==> config.mk <==
export PLATFORM = sky130hd
export DESIGN_NAME = frame_pingpong_buf
export DESIGN_NICKNAME = d
export VERILOG_FILES = /design/src/rtl/frame_pingpong_buf.sv
export SDC_FILE = /design/constraint.sdc
export NUM_CORES = 1
export LEC_CHECK = 0
export CAP_MARGIN = 20
export CORE_AREA = 2 2 305 307
export DETAILED_ROUTE_END_ITERATION = 8
export DIE_AREA = 0 0 307 309
export MAX_ROUTING_LAYER = met4
export PLACE_DENSITY_LB_ADDON = 0.12
export SLEW_MARGIN = 10
export SYNTH_ARGS = -nofsm -noshare
export SYNTH_HDL_FRONTEND = slang
export SYNTH_SLANG_ARGS = --single-unit
==> constraint.sdc <==
create_clock -name clk_i -period 2.7 [get_ports clk_i]
set_clock_uncertainty 0.2 [all_clocks]
set_input_delay 0.54 -clock clk_i [delete_from_list [all_inputs] [get_ports clk_i]]
set_output_delay 0.54 -clock clk_i [all_outputs]
set_load 0.03 [all_outputs]
==> src/rtl/frame_pingpong_buf.sv <==
// frame_pingpong_buf: double-buffered ROWS x COLS frame store.
// A producer writes GRP-column groups of a frame in any order over a valid/ready
// port into the write bank. Once every group has been written, that bank is
// marked full and is presented whole to the consumer. The producer meanwhile
// fills the other bank.
//
// Ports:
//   clk_i, rst_ni  clock, asynchronous active-low reset
//   wr_valid_i     write beat present
//   wr_ready_o     write beat can be accepted
//   wr_grp_i       column-group index of the beat
//   wr_data_i      ROWS x GRP words; word (r,j) at [(r*GRP+j)*WIDTH +: WIDTH]
//   rd_valid_o     complete frame available
//   rd_ready_i     consumer takes the frame
//   rd_frame_o     ROWS x COLS words; word (r,c) at [(r*COLS+c)*WIDTH +: WIDTH]
//   grp_err_o      sticky; set when a beat with an out-of-range group is accepted
//   frame_cnt_o    frames delivered, wrapping 16-bit count
module frame_pingpong_buf #(
  parameter int unsigned WIDTH = 32,
  parameter int unsigned ROWS  = 4,
  parameter int unsigned COLS  = 4,
  parameter int unsigned GRP   = 2,
  localparam int unsigned NGRP = COLS / GRP,
  localparam int unsigned GW   = (NGRP > 1) ? $clog2(NGRP) : 1,
  localparam int unsigned DW   = ROWS * GRP * WIDTH,
  localparam int unsigned FW   = ROWS * COLS * WIDTH
) (
  input  logic          clk_i,
  input  logic          rst_ni,
  input  logic          wr_valid_i,
  output logic          wr_ready_o,
  input  logic [GW-1:0] wr_grp_i,
  input  logic [DW-1:0] wr_data_i,
  output logic          rd_valid_o,
  input  logic          rd_ready_i,
  output logic [FW-1:0] rd_frame_o,
  output logic          grp_err_o,
  output logic [15:0]   frame_cnt_o
);

  logic [FW-1:0]   bank_q [2];
  logic [FW-1:0]   bank_d [2];
  logic [1:0]      full_q, full_d;
  logic            wp_q, wp_d;
  logic            rp_q, rp_d;
  logic [NGRP-1:0] mask_q, mask_d;
  logic            grp_err_q, grp_err_d;
  logic [15:0]     frame_cnt_q, frame_cnt_d;

  logic            grp_ok;
  logic            wr_fire;
  logic            rd_fire;
  logic [NGRP-1:0] grp_bit;
  logic [NGRP-1:0] mask_set;
  logic            complete;

  // When NGRP is a power of two every encodable index is legal.
  if ((2 ** GW) == NGRP) begin : g_grp_all_ok
    assign grp_ok = 1'b1;
  end else begin : g_grp_range
    assign grp_ok = (wr_grp_i < GW'(NGRP));
  end

  assign wr_ready_o  = ~full_q[wp_q];
  assign rd_valid_o  = full_q[rp_q];
  assign rd_frame_o  = bank_q[rp_q];
  assign grp_err_o   = grp_err_q;
  assign frame_cnt_o = frame_cnt_q;

  assign wr_fire  = wr_valid_i & wr_ready_o;
  assign rd_fire  = rd_valid_o & rd_ready_i;
  assign grp_bit  = NGRP'(1) << wr_grp_i;
  assign mask_set = mask_q | grp_bit;
  assign complete = wr_fire & grp_ok & (&mask_set);

  always_comb begin
    int unsigned g;
    bank_d      = bank_q;
    full_d      = full_q;
    wp_d        = wp_q;
    rp_d        = rp_q;
    mask_d      = mask_q;
    grp_err_d   = grp_err_q;
    frame_cnt_d = frame_cnt_q;
    g           = 32'(wr_grp_i);

    if (wr_fire) begin
      if (grp_ok) begin
        for (int unsigned r = 0; r < ROWS; r++) begin
          for (int unsigned j = 0; j < GRP; j++) begin
            bank_d[wp_q][(r * COLS + g * GRP + j) * WIDTH +: WIDTH] =
                wr_data_i[(r * GRP + j) * WIDTH +: WIDTH];
          end
        end
        mask_d = mask_set;
      end else begin
        grp_err_d = 1'b1;
      end
    end

    // Completion and read always target different banks, so both can apply.
    if (complete) begin
      full_d[wp_q] = 1'b1;
      mask_d       = '0;
      wp_d         = ~wp_q;
    end
    if (rd_fire) begin
      full_d[rp_q] = 1'b0;
      rp_d         = ~rp_q;
      frame_cnt_d  = frame_cnt_q + 16'd1;
    end
  end

  always_ff @(posedge clk_i or negedge rst_ni) begin
    if (!rst_ni) begin
      bank_q[0]   <= '0;
      bank_q[1]   <= '0;
      full_q      <= '0;
      wp_q        <= 1'b0;
      rp_q        <= 1'b0;
      mask_q      <= '0;
      grp_err_q   <= 1'b0;
      frame_cnt_q <= '0;
    end else begin
      bank_q[0]   <= bank_d[0];
      bank_q[1]   <= bank_d[1];
      full_q      <= full_d;
      wp_q        <= wp_d;
      rp_q        <= rp_d;
      mask_q      <= mask_d;
      grp_err_q   <= grp_err_d;
      frame_cnt_q <= frame_cnt_d;
    end
  end

endmodule

==> impl_summary.log <==
INFO  metric outcome = finished, violations left
INFO  metric yosys_reg_bits = approximately 1000
INFO  metric yosys.area.top_type_share = ~58%
INFO  metric dp_cells = approximately 4800
INFO  metric failed_checks = negative setup slack
INFO  metric final_max_slew_viol_count = 0
INFO  metric area.growth.synth_to_final = 30.7%
INFO  metric syn-instance-count = about 2800
INFO  metric final_hold_viol_count = 0
INFO  metric endpoints_failing_setup = between 500 and 600
INFO  metric grt_pass1_wl = ~190000 microns
INFO  metric ant_nets = 0
INFO  metric die_area = ~0.095 sq mm
INFO  metric critical_path.slowest_cell = sky130_fd_sc_hd__dfrtp_4
INFO  metric cellInternalPower = 54.0 mW
INFO  metric min_period_over_period = 118%
INFO  metric path_max_fanout = 8
INFO  metric critical_path_at = roughly 2.4 ns
INFO  metric crit_path_end_kind = output pin
INFO  metric yosysSeqAreaShare = between 50 and 60%
INFO  metric post_synth_instance_area = about 0.045 sq mm
INFO  metric placement.io_buffers = 790
INFO  metric cts_sinks = ~1000
INFO  metric first_pass_iters = 4
INFO  metric vdd_ir_drop_max = between 0.9 and 1 mV
INFO  metric antenna_found_initial = 25
INFO  metric dieWidth = 307 microns
INFO  metric cts_inserted_buffers = 111
INFO  metric floorplan.initialDensity = 49.6%
INFO  metric synth_ff_type = sky130_fd_sc_hd__dfrtp_1
INFO  metric clk_path_buf_depth = 3
INFO  metric setup.worst_path.start = rp_q$_DFFE_PN0P_
INFO  metric path_delay_family = buffers and inverters
INFO  metric ys_types = 32
INFO  metric gpl.final_weighted_congestion = 0.854
INFO  metric seq_power_share = roughly 31%
INFO  metric synthesis.nets = around 3000
INFO  metric route.detailed.drc = 0
INFO  metric detailedRoute.firstIterationViolations = ~1300
INFO  metric power.share.combinational = ~53%
INFO  metric rsz0062_at_grt = yes
INFO  metric die_h = 309 microns
INFO  metric timing.max_slew.rel_slack = 58.3%
INFO  metric net-switching-power = 35.8 mW
INFO  metric critPathLaunchType = flip-flop
INFO  metric grt_start_max_net_pins = 83
INFO  metric cp_common_cell = sky130_fd_sc_hd__buf_4
INFO  metric grt_pass1_vias = between 30000 and 40000
INFO  metric dp_hpwl = approximately 90000 microns
INFO  metric routed_wl = ~130000 microns
INFO  metric worstSkewPairLatency = ~0.67 ns
INFO  metric path_class = flip-flop to output pin
INFO  metric grt.overflow.total = 0
INFO  metric path_cells = buf_4 > clkbuf_16 > buf_4 > buf_4 > mux2_2 > clkdlybuf4s15_2
INFO  metric synth_most_common_cell = sky130_fd_sc_hd__mux2_2
INFO  metric maxClockFrequency = about 0.31 GHz
INFO  metric ys_async_sr_fraction = 100%
INFO  metric cp.buffers_inverters = 5
INFO  metric max_cap_viol_count = 0
INFO  metric total_leakage_power = roughly 26 nW
INFO  metric ys_top_cells_by_count = sky130_fd_sc_hd__mux2_2, sky130_fd_sc_hd__dfrtp_1, sky130_fd_sc_hd__buf_2
INFO  metric core = 0.0914 sq mm
INFO  metric p_clk_share = approximately 17%
INFO  metric crit-reg2reg-launch = rp_q$_DFFE_PN0P_
INFO  metric worst_path_largest_cell_delay = 0.51 ns
INFO  metric routed_wire_length_per_instance = about 25 microns
INFO  metric synth_warnings = 0
INFO  metric filler_cell_count = roughly 6600
INFO  metric critical_path_required = slightly below 2 ns
INFO  metric worstHoldPathType = input pin to async pin
INFO  metric dpl_worst_slack = -0.0309 ns
INFO  metric final_nets = 4029
INFO  metric io_pins = a little under 800
INFO  metric final_period_minus_worst_setup_slack = 3.18 ns
INFO  metric h-tree-depth = 3
INFO  metric r2r_setup_slack = 0.30 ns
INFO  metric post_layout_nonfiller_instances = roughly 5100
INFO  metric setup_ws = -0.479 ns
INFO  metric synth_top_area_cell = sky130_fd_sc_hd__dfrtp_1
INFO  metric slew_of_the_pin_with_the_lowest_slew_margin = just over 0.6 ns
INFO  metric netSwitchingFraction = about two fifths
INFO  metric gr-usage-all-layers = 26.9%
INFO  metric ys_top_cells_by_area = sky130_fd_sc_hd__dfrtp_1, sky130_fd_sc_hd__mux2_2, sky130_fd_sc_hd__mux2_4
INFO  metric power_density = about 1500 mW/mm^2
INFO  metric root_buffer = sky130_fd_sc_hd__clkbuf_16
INFO  metric post_synth.cell_area_avg = roughly 16 sq um
INFO  metric clk_pin_slew_worst_paths = 0.06 ns
INFO  metric cts_tree = done
INFO  metric count_of_flip_flops_with_a_built_in_enable_after_synthesis = 0
INFO  metric routed-via-count = about 28000
INFO  metric drt-vias-per-instance = roughly 5.5
INFO  metric layout_cell_share_with_drive_strength_beyond_1 = between 50% and 60%
INFO  metric row_count = around 110
==> through the flow <==
step	utilization [%]	power, mW	instance area [sq um]	hold WS, ns	TNS, ns
2_1_floorplan	-	56.6	45300	0.0444	0
3_3_place_gp	60.3	74.3	55100	0.261	-0.601
3_5_place_dp	60.3	75.5	55100	0.269	-1.03
4_1_cts	64.4	90.3	58800	0.202	-241.65
5_1_grt	64.8	93.7	59300	0.238	-161.27
6_report	64.8	89.8	59300	0.180	-129.49
==> cell usage in the layout, fill, tap and decap left out, types with 2 or more instances in the layout <==
master / n
sky130_fd_sc_hd__clkbuf_1: 25
sky130_fd_sc_hd__nand4_1: 5
sky130_fd_sc_hd__buf_8: 3
sky130_fd_sc_hd__buf_12: 66
sky130_fd_sc_hd__xor2_1: 3
sky130_fd_sc_hd__buf_16: 13
sky130_fd_sc_hd__nand2b_1: 2
sky130_fd_sc_hd__clkinv_2: 30
sky130_fd_sc_hd__dlymetal6s2s_1: 69
sky130_fd_sc_hd__clkdlybuf4s15_2: 55
sky130_fd_sc_hd__clkbuf_16: 123
sky130_fd_sc_hd__diode_2: 27
sky130_fd_sc_hd__dlygate4sd2_1: 34
sky130_fd_sc_hd__clkbuf_2: 41
sky130_fd_sc_hd__clkbuf_8: 24
sky130_fd_sc_hd__mux2_4: 76
sky130_fd_sc_hd__mux2i_1: 2
sky130_fd_sc_hd__bufinv_16: 2
sky130_fd_sc_hd__inv_6: 2
sky130_fd_sc_hd__nand2_1: 9
sky130_fd_sc_hd__buf_4: 282
sky130_fd_sc_hd__mux2_2: 1412
sky130_fd_sc_hd__buf_2: 117
sky130_fd_sc_hd__nor2_1: 4
sky130_fd_sc_hd__nor3_1: 2
sky130_fd_sc_hd__dfrtp_1: 1045
sky130_fd_sc_hd__nand3_1: 6
sky130_fd_sc_hd__clkdlybuf4s50_1: 276
sky130_fd_sc_hd__xnor2_1: 13
sky130_fd_sc_hd__buf_6: 41
sky130_fd_sc_hd__mux2_1: 49
sky130_fd_sc_hd__clkinvlp_4: 4
==> power by group through the flow <==
| stage | logic (mW) | clock network, mW | registers [mW] |
|---|---|---|---|
| floorplan | 30.3 | 0 | 26.3 |
| finish | 47.2 | 14.9 | 27.6 |
| global placement | 47.0 | 0 | 27.2 |
| global route | 49.1 | 15.9 | 28.7 |
| detailed placement | 47.7 | 0 | 27.8 |
| CTS | 47.4 | 15.2 | 27.7 |
==> cells by family after synthesis <==
group / count (synthesis) / share of synthesized area, %
multiplexers: 1540 / 38.9
flip-flops: 1046 / 57.7
buffers and inverters: 174 / 2.57
AND/OR/NAND/NOR: 34 / 0.389
XOR/XNOR: 16 / 0.309
AO/OA/AOI/OAI: 7 / 0.105
adder cells (fa/ha/maj): 1 / 0.0276
other: 1 / 0.00827
==> flip-flops by register name (all words and copies together), names as in the netlist <==
signal and flops:
bank_q 1024, mask_q 2, wp_q 1, rp_q 1
full_q 2, frame_cnt_o 16
==> path summary, 6_finish.rpt <==
kind / cells after the start / end
setup / recovery: 6 / rd_frame_o[26]
hold / removal: 2 / bank_q[301]$_DFFE_PN0P_
setup reg to reg: 7 / frame_cnt_o[9]$_DFFE_PN0P_
hold reg to reg: 1 / bank_q[15]$_DFFE_PN0P_
max in group asynchronous: 3 / bank_q[194]$_DFFE_PN0P_
min in group clk_i: 1 / bank_q[15]$_DFFE_PN0P_
==> metal layers <==
layer / wire [microns] / vias up / share of wire, % / GRT usage (%)
met5: 0 / - / 0 / -
li1: - / 12112 / - / -
met3: 6900 / 242 / 5.4 / 5.47
met2: 64800 / 766 / 51 / 44.4
met4: 5880 / 0 / 4.6 / 13.3
met1: 50400 / 14641 / 39 / 31.7
==> layout make-up <==
class | instances | area, sq um | share of cell area [%]
Timing Repair Buffer | 1008 | 9890 | 16.7
Clock inverter | 40 | 287 | 0.484
Antenna cell | 27 | 67.6 | 0.114
Clock buffer | 164 | 3300 | 5.57
Multi-Input combinational cell | 1599 | 18000 | 30.5
Tap cell | 1186 | 1480 | 2.50
Inverter | 1 | 3.75 | 0.00633
Sequential cell | 1046 | 26200 | 44.2
==> timing repair <==
action | in CTS | in global routing
buffers inserted | 5 | 58
cloned | 2 | 10
endpoints found under the setup margin | 513 | 514
hold buffers | 1 | 0
pin swaps | 0 | 0
resized for setup | 262 | 615
hold endpoints to repair | 19 | 0
Power figures use the tool's default switching activity.
==> RTL change: new RTL, config.mk and constraints unchanged <==
Register the output `frame_cnt_o` once more; this adds one clock of latency there. The other outputs are not delayed to match.
--- a/src/rtl/frame_pingpong_buf.sv
+++ b/src/rtl/frame_pingpong_buf.sv
@@ -65,7 +65,9 @@
   assign rd_valid_o  = full_q[rp_q];
   assign rd_frame_o  = bank_q[rp_q];
   assign grp_err_o   = grp_err_q;
-  assign frame_cnt_o = frame_cnt_q;
+  always_ff @(posedge clk_i) begin
+    frame_cnt_o <= frame_cnt_q;
+  end
 
   assign wr_fire  = wr_valid_i & wr_ready_o;
   assign rd_fire  = rd_valid_o & rd_ready_i;
Function: not settled (the Yosys comparison gave no result); the edit may change what the design does.
==> RTL change against the unedited design <==
  * The flow still finishes with violations (setup timing)
  * Design area is 0.30% higher
  * Sequential cell count is 16 higher
  * Via count is 1.6% lower
  * Worst setup slack better by 130 ps
  * First-iteration DRC count is 1.3% lower
  * Synthesized area is 0.75% higher
  * Critical endpoint is now rd_frame_o[416]
  * Power is 0.19% higher
  * Cell count is 0.65% lower
  * Count of clock-buffer cells in the layout is 14 higher
  * Wire length is 2.2% lower
  * Combinational power is 2% lower
  * Synthesized cell count is 0.57% higher
  * Largest cell class unchanged
  * Register-to-register slack better by 190 ps
==> RTL change: results (changes against the unedited design) <==
stage	metric	value	unit	change
status	status	finished, violations left		
status	violations	setup timing		
cells_and_area	drive_gt1_share	59.6	%	about the same
routing	detail_route.iter0.violations	1307		-1.3%
global_routing	grt_pass1_wl	189000	um	about the same
placement	dp_hpwl	89400	um	-0.43%
synth	syn-num-nets	3097		+0.52%
worst_setup_path	rrSetupSlack	490	ps	+190 ps
synth	async_reset_ff_share	98.5	%	-1.5 points
global_routing	grt_pass1_vias	29998		-0.59%
placement	placed_cell_area	55600	um^2	+0.84%
synth	synth.yosys.seq_area_share	58.0	%	+0.27 points
routing	vias_per_cell	5.42		-0.99%
synth	yosys-top-cells-count	mux2_2, dfrtp_1, buf_2		
worst_setup_path	worst_ep_arrival_time	2310	ps	-130 ps
global_routing	antenna_found_initial	29		+16%
power	ir_drop	0.982	mV	-0.85%
sta	setup_viol	512		+0.99%
power	leakage	0.0258	uW	-2.5%
cells_and_area	finalNetCount	3989		-0.99%
clocking	clock_sinks	1062		+1.5%
placement	gp_congestion	0.871		+1.9%
global_routing	grt.total_usage	27.0	%	+0.038 points
cells_and_area	fillers	6570		-0.17%
sta	worstMarginPinSlew	659	ps	+38.3 ps
synth	synth.distinct_cells	33		+3.1%
worst_setup_path	crit_path_max_fanout	25		+17
global_routing	grt_max_degree	114		+37%
worst_setup_path	cp_slowest_stage_delay	490	ps	-20 ps
sta	setup_ws	-351	ps	+128 ps
## RTL change: cell count changes after synthesis, sizes merged
| cell | delta |
|---|---|
| dfxtp | +16 |
## RTL change: routing by layer
layer | track usage, % | vias up | wire length (um)
met2 | 43.7 | 741 | 62100
li1 | - | 12021 | -
met4 | 12.4 | 0 | 5890
met3 | 6.70 | 257 | 7730
met5 | - | - | 0
met1 | 31.8 | 14288 | 49500
## RTL change: through the flow
stage / setup slack, ps / hold WS [ps] / utilization [%] / power [uW] / cells
after global routing: -423 / 163 / 65.0 / 94000 / 5034
after floorplan: 486 / 44.4 / - / 56900 / 2835
after CTS: -417 / 135 / 65.1 / 90500 / 4988
final: -351 / 152 / 65.0 / 89900 / 5038
after global placement: 11.6 / 182 / 60.8 / 74900 / 4771
after detailed placement: -52.6 / 188 / 60.8 / 76100 / 4771
## RTL change: worst paths after layout
kind | start | endpoint | cells past startpoint
max | rp_q | rd_frame_o[416] | 4
min | rst_ni | bank_q[604] | 2
max reg2reg | wp_q | bank_q[774] | 6
min reg2reg | frame_cnt_q[15] | frame_cnt_o[15] | 0
max in group asynchronous | rst_ni | bank_q[177] | 4
min in group clk_i | frame_cnt_q[15] | frame_cnt_o[15] | 0
## RTL change: cell families (layout without fill, tap and decap cells)
logic type	Yosys count	in the layout	share of synthesized area, %
and+or+nand+nor	34	34	0.386
adders and majority gates	1	1	0.0274
AOI/OAI and AO/OA	7	7	0.104
muxes	1540	1540	38.6
other	1	34	0.00821
xor gates and xnor gates	16	16	0.307
DFF	1062	1062	58.0
buffers and inverters	174	1158	2.55
## RTL change: cell type report
type / count / share of cell area [%]
clock buffers: 178 / 5.81
diodes: 33 / 0.139
multi-input cells: 1599 / 30.4
well taps: 1186 / 2.50
clock inverters: 27 / 0.625
inverters: 1 / 0.00632
flip-flops and latches: 1062 / 44.6
repair buffers: 952 / 15.9
## RTL change: power breakdown
part,total [uW],switching [uW],internal [uW]
combinational,46400,25200,21200
clock,15700,6320,9390
sequential,27800,3930,23900
total,89900,35500,54500
## RTL change: timing repair
action	CTS	global route
setup endpoints to repair	508	510
buffers inserted	8	15
endpoints found under the hold margin	218	0
cloned	3	4
pin swaps	0	0
gates resized for setup	839	300
hold buffers	1	0
## RTL change: worst max-delay path: cells and delay by family, from the launching register on
| family | cells | cell delay, ps |
|---|---|---|
| flip-flops | 1 | 490 |
| multiplexers | 1 | 370 |
| buffers and inverters | 3 | 740 |
